==> src/rtl/imm_ext_pipe_if.sv <==
// Decode-to-execute handshake bundle for the immediate extender.
interface imm_ext_pipe_if #(
  parameter int unsigned IN_W  = 16,
  parameter int unsigned OUT_W = 32
) ();
  logic             flush;
  logic             in_valid;
  logic             in_ready;
  logic [IN_W-1:0]  in_imm;
  logic [1:0]       in_mode;
  logic             out_valid;
  logic             out_ready;
  logic [OUT_W-1:0] out_data;
  logic [1:0]       out_mode;

  // Producer/consumer side (decode stage plus execute-stage ready).
  modport master (
    output flush, in_valid, in_imm, in_mode, out_ready,
    input  in_ready, out_valid, out_data, out_mode
  );

  // Extender side.
  modport slave (
    input  flush, in_valid, in_imm, in_mode, out_ready,
    output in_ready, out_valid, out_data, out_mode
  );
endinterface

==> src/rtl/imm_ext_pipe.sv <==
// Pipelined immediate extender: zero/sign/upper/branch widening into a
// registered output stage backed by a one-entry skid register.
module imm_ext_pipe #(
  parameter int unsigned IN_W  = 16,
  parameter int unsigned OUT_W = 32
) (
  input  logic          clk,
  input  logic          rst_n,
  imm_ext_pipe_if.slave bus
);

  localparam int unsigned PAD_W  = OUT_W - IN_W;
  localparam int unsigned MODE_W = 2;

  localparam logic [MODE_W-1:0] MODE_ZERO  = 2'b00;
  localparam logic [MODE_W-1:0] MODE_SIGN  = 2'b01;
  localparam logic [MODE_W-1:0] MODE_UPPER = 2'b10;

  // State encoding is {O.valid, S.valid}.
  typedef enum logic [1:0] {
    ST_EMPTY = 2'b00,
    ST_HALF  = 2'b10,
    ST_FULL  = 2'b11
  } state_t;

  state_t             state;
  state_t             state_n;
  logic               o_valid;
  logic               s_valid;
  logic [OUT_W-1:0]   o_data;
  logic [MODE_W-1:0]  o_mode;
  logic [OUT_W-1:0]   s_data;
  logic [MODE_W-1:0]  s_mode;

  logic [OUT_W-1:0]   zext_c;
  logic [OUT_W-1:0]   sext_c;
  logic [OUT_W-1:0]   ext_c;
  logic               accept_c;
  logic               load_o_in_c;
  logic               load_o_skid_c;
  logic               load_s_c;

  assign {o_valid, s_valid} = state;

  // Extension datapath; result is only captured on acceptance.
  always_comb begin
    zext_c = {{PAD_W{1'b0}}, bus.in_imm};
    sext_c = {{PAD_W{bus.in_imm[IN_W-1]}}, bus.in_imm};
    ext_c  = zext_c;
    case (bus.in_mode)
      MODE_ZERO:  ext_c = zext_c;
      MODE_SIGN:  ext_c = sext_c;
      MODE_UPPER: ext_c = {bus.in_imm, {PAD_W{1'b0}}};
      default:    ext_c = {sext_c[OUT_W-3:0], 2'b00};
    endcase
  end

  assign accept_c = bus.in_valid && !s_valid;

  // State register.
  always_ff @(posedge clk or negedge rst_n) begin
    if (!rst_n) begin
      state <= ST_EMPTY;
    end else begin
      state <= state_n;
    end
  end

  // Next-state and register load selects; flush overrides everything.
  always_comb begin
    state_n       = state;
    load_o_in_c   = 1'b0;
    load_o_skid_c = 1'b0;
    load_s_c      = 1'b0;
    if (bus.flush) begin
      state_n = ST_EMPTY;
    end else begin
      case (state)
        ST_EMPTY: begin
          if (accept_c) begin
            load_o_in_c = 1'b1;
            state_n     = ST_HALF;
          end
        end
        ST_HALF: begin
          if (accept_c && bus.out_ready) begin
            load_o_in_c = 1'b1;
          end else if (accept_c) begin
            load_s_c = 1'b1;
            state_n  = ST_FULL;
          end else if (bus.out_ready) begin
            state_n = ST_EMPTY;
          end
        end
        ST_FULL: begin
          if (bus.out_ready) begin
            load_o_skid_c = 1'b1;
            state_n       = ST_HALF;
          end
        end
        default: state_n = ST_EMPTY;
      endcase
    end
  end

  // Output and skid data registers; contents are qualified by the state.
  always_ff @(posedge clk or negedge rst_n) begin
    if (!rst_n) begin
      o_data <= '0;
      o_mode <= '0;
      s_data <= '0;
      s_mode <= '0;
    end else begin
      if (load_o_in_c) begin
        o_data <= ext_c;
        o_mode <= bus.in_mode;
      end else if (load_o_skid_c) begin
        o_data <= s_data;
        o_mode <= s_mode;
      end
      if (load_s_c) begin
        s_data <= ext_c;
        s_mode <= bus.in_mode;
      end
    end
  end

  assign bus.in_ready  = !s_valid;
  assign bus.out_valid = o_valid;
  assign bus.out_data  = o_data;
  assign bus.out_mode  = o_mode;

endmodule

==> src/flat_wrapper.sv <==
// flat-port wrapper written by rule: the top's interface ports become plain ports
module imm_ext_pipe_flat 
#(
  parameter int unsigned IN_W  = 16,
  parameter int unsigned OUT_W = 32
)
  (clk, rst_n, bus_flush, bus_in_valid, bus_in_imm, bus_in_mode, bus_out_ready, bus_in_ready, bus_out_valid, bus_out_data, bus_out_mode);
  imm_ext_pipe_if #(.IN_W(IN_W), .OUT_W(OUT_W)) bus_i ();
  input  logic clk;
  input  logic rst_n;
  input wire logic [$bits(bus_i.flush)-1:0] bus_flush;
  input wire logic [$bits(bus_i.in_valid)-1:0] bus_in_valid;
  input wire logic [$bits(bus_i.in_imm)-1:0] bus_in_imm;
  input wire logic [$bits(bus_i.in_mode)-1:0] bus_in_mode;
  input wire logic [$bits(bus_i.out_ready)-1:0] bus_out_ready;
  output wire logic [$bits(bus_i.in_ready)-1:0] bus_in_ready;
  output wire logic [$bits(bus_i.out_valid)-1:0] bus_out_valid;
  output wire logic [$bits(bus_i.out_data)-1:0] bus_out_data;
  output wire logic [$bits(bus_i.out_mode)-1:0] bus_out_mode;
  assign bus_i.flush = bus_flush;
  assign bus_i.in_valid = bus_in_valid;
  assign bus_i.in_imm = bus_in_imm;
  assign bus_i.in_mode = bus_in_mode;
  assign bus_i.out_ready = bus_out_ready;
  assign bus_in_ready = bus_i.in_ready;
  assign bus_out_valid = bus_i.out_valid;
  assign bus_out_data = bus_i.out_data;
  assign bus_out_mode = bus_i.out_mode;
  imm_ext_pipe #(.IN_W(IN_W), .OUT_W(OUT_W)) u_core (.clk(clk), .rst_n(rst_n), .bus(bus_i));
endmodule
==> config.mk <==
export PLATFORM = sky130hd
export DESIGN_NAME = imm_ext_pipe_flat
export DESIGN_NICKNAME = d
export VERILOG_FILES = /design/src/rtl/imm_ext_pipe_if.sv /design/src/rtl/imm_ext_pipe.sv /design/src/flat_wrapper.sv
export SDC_FILE = /design/constraint.sdc
export NUM_CORES = 1
export LEC_CHECK = 0
export CORE_ASPECT_RATIO = 1.4
export CORE_MARGIN = 4
export CORE_UTILIZATION = 57
export CTS_CLUSTER_DIAMETER = 120
export DETAILED_ROUTE_END_ITERATION = 7
export PLACE_DENSITY = 0.85
export SYNTH_ARGS = -nofsm -noshare
export SYNTH_HDL_FRONTEND = slang
export SYNTH_SLANG_ARGS = --single-unit
==> constraint.sdc <==
create_clock -name clk -period 3.8 [get_ports clk]
set_clock_uncertainty 0.2 [all_clocks]
set_input_delay 0.76 -clock clk [delete_from_list [all_inputs] [get_ports clk]]
set_output_delay 0.76 -clock clk [all_outputs]
set_load 0.03 [all_outputs]
==> key figures <==
Critical path
  – Critical path class: reg -> out
  – Largest delay contributor family on the critical path: buffers and inverters
  – Crit. End Element: output pin
  – Sum of buffers and inverters on the critical path: 2
  – Max stage delay cell, worst path: clkdlybuf4s50_1
  – Required time of the worst setup path: 2.84 ns
  – Crit-path max cell delay: 0.69 ns
  – Worst Path Max Fanout: 7
  – Worst Path Arrival: 1.67 ns
  – CP Cell Sequence: inv_1, clkdlybuf4s50_1
  – Critical path launch point type: flip-flop

Timing
  – Final setup vio count: 0
  – Period minus WS final: 2.63 ns
  – Final hold vios: 0
  – Worst-margin pin slew: 0.781 ns
  – Max_slew headroom: 47.8%
  – Fin. max-slew vios: 0
  – Unrepaired setup endpoints after global routing: false
  – TNS Setup: 0 ns
  – Fmax achieved: 0.380 GHz
  – Final worst path period share: 69.2%

Synthesis
  – Mapped cell area: 0.00341 sq mm
  – Seq/Total Area, Yosys: 51.3%
  – Syn_area_per_cell: 10.1 sq um
  – Syn nets: 366
  – Synthesis warning total: 0
  – Cells after Synth: 339
  – Synth cell types: 29
  – Synth Register Bits: 70

Layout
  – Nets: 418
  – Share of post-route cells with drive strength above 1: 14.9%
  – Diode count: 0
  – Post-layout util: 71.0%
  – Area Growth Syn to Fin: 21.0%
  – Non-Filler Cell Area, Final: 0.00413 sq mm

Placed design
  – DP Area: 0.00397 sq mm
  – Port Buf Inserts: 58
  – GPL Wtd Cong: 0.820
  – Post-DP HPWL: 5170 um

Clock tree
  – Root Driver: clkbuf_8
  – H-tree Lvls: 3
  – # clock sinks: 70
  – Max clock buf depth: 2
  – Postcts setup bufs: 0
  – Worst-Skew Late Latency: 0.34 ns
  – CTS buffer count: 9
  – Hold buffers post-CTS: 0
  – CTS resizes: 0
  – Clock transition at the registers of the reported paths: 0.07 ns
  – CTS tree: done

Power
  – Max IR drop VDD: 0.000419 V
  – PD cells: 787 mW/mm^2
  – Switching Fraction: 38.8%
  – Net switching power: 1.26 mW
  – Leakage Power: 1.85 nW
  – Clock power share: 15.8%
  – Logic pwr share: 44.4%
  – Reg power frac: 39.8%
  – Pint: 1.99 mW

GRT
  – GRT met3 Usage: 4.65%
  – First-pass GRT wire length: 12500 um
  – GR peak layer: met2
  – Gr usage total: 22.4%
  – Vias in the first global route: 2608
  – Largest net degree at the start of global routing: 69
  – Grt met2 use: 35.1%
  – Initial antenna violation count: 0
  – M1 GR Usage: 29.3%
  – Total grt overflow: 0

Floorplanning
  – Die Footprint: 0.00731 sq mm
  – Boundary pin count: 59
  – Die Span Y: 99.6 um
  – Starting Density: 58.7%
  – DIE WIDTH: 73.4 um
  – Core area: 0.00582 sq mm
  – Cell row count: 33

Detailed routing
  – Final routed DRC violation total: 0
  – Drt pass-1 iters: 4
  – Post-route ant nets: 0
  – Detailed Route WL: 7570 um
  – Via count: 2630
  – DR iter-0 viols: 190
  – Avg Vias per Cell: 5.64
  – Wire length per cell: 16.3 um

Min path
  – HP Class: in -> async

Job
  – Max_cap viols: 0

Outcome
  – Status: finished clean
## through the flow
stage                     cells  hold WS [ns]  total power [mW]  worst slack [ns]
after global routing        466         0.309              3.46              1.09
after global placement      450         0.257              2.70             0.956
after floorplan             339         0.245              2.20              1.70
after detailed placement    450         0.263              2.75             0.922
final                       466         0.276              3.25              1.17
after CTS                   466         0.281              3.27              1.15
## layout make-up
| class | count | area [sq um] |
|---|---|---|
| Tap cell | 70 | 87.6 |
| Inverter | 3 | 11.3 |
| Multi-Input combinational cell | 243 | 1470 |
| Timing Repair Buffer | 64 | 646 |
| Clock buffer | 11 | 141 |
| Fill cell | 450 | 1690 |
| Sequential cell | 70 | 1750 |
| Clock inverter | 5 | 25.0 |
## synthesized netlist by cell type
cell type	count	area share [%]
dfrtp_1	70	51
a21oi_1	60	8.8
nand2_1	43	4.7
o21ai_0	37	5.4
mux2_2	31	10
nor2_1	31	3.4
and2b_1	12	2.6
buf_4	6	1.3
buf_2	5	0.73
buf_6	5	1.6
mux2i_1	5	1.5
nor2b_1	5	0.92
clkbuf_1	4	0.44
ha_1	4	1.5
inv_1	3	0.33
nand2b_1	3	0.55
clkbuf_8	2	0.81
nand3b_1	2	0.44
a211o_2	1	0.29
a21oi_2	1	0.26
a221oi_1	1	0.26
and2_0	1	0.18
and2_1	1	0.18
and4bb_2	1	0.37
buf_8	1	0.44
nand3_1	1	0.15
nand3b_2	1	0.33
nor4b_4	1	0.70
o21bai_1	1	0.22
## metal layers
metal  wire length, um  vias up
met5                 0        -
li1                  -     1259
met1              3250     1271
met2              3720       82
met4               203        0
met3               402       18
## path summary, 6_finish.rpt
| check | from | to | slack (ns) | cells past startpoint |
|---|---|---|---|---|
| max | u_core.state[0] | bus_in_ready | 1.17 | 2 |
| min | rst_n | u_core.s_data[5] | 0.28 | 1 |
| max reg2reg | u_core.state[0] | u_core.s_data[24] | 1.45 | 7 |
| min reg2reg | u_core.s_data[22] | u_core.s_data[22] | 0.28 | 2 |
| max in group asynchronous | rst_n | u_core.s_data[22] | 2.46 | 2 |
| min in group clk | u_core.s_data[22] | u_core.s_data[22] | 0.28 | 2 |
## layout by cell type, fill, tap and decap left out, drive strengths merged
cell,count
clkdlybuf4s50,57
a221oi,1
clkbuf,11
o21bai,1
dfrtp,70
a211o,1
nor2b,5
nor4b,1
mux2,31
inv,3
nand3b,3
nand2,43
buf,7
nand2b,3
a21oi,61
and2,2
ha,4
nor2,31
and2b,12
nand3,1
mux2i,5
and4bb,1
o21ai,37
clkinv,5
## state kept, by name (all words and copies together), names as in the netlist
name,count
u_core.bus.out_data,32
u_core.bus.out_mode,2
u_core.state,2
u_core.s_data,32
u_core.s_mode,2
## kinds of logic after synthesis
| group | Yosys count | synth area share (%) |
|---|---|---|
| AO/OA/AOI/OAI | 101 | 15.2 |
| multiplexers | 36 | 11.7 |
| buffers and inverters | 26 | 5.72 |
| flip-flops | 70 | 51.3 |
| AND/OR/NAND/NOR | 102 | 14.6 |
| adder cells (fa/ha/maj) | 4 | 1.47 |
## power groups by stage
stage	sequential [mW]	combinational, mW	clock [mW]
2_1_floorplan	1.64	0.562	0
3_3_place_gp	1.29	1.41	0
3_5_place_dp	1.31	1.45	0
4_1_cts	1.29	1.46	0.521
5_1_grt	1.34	1.57	0.554
6_report	1.30	1.44	0.515
(Power assumes the default switching activity.)
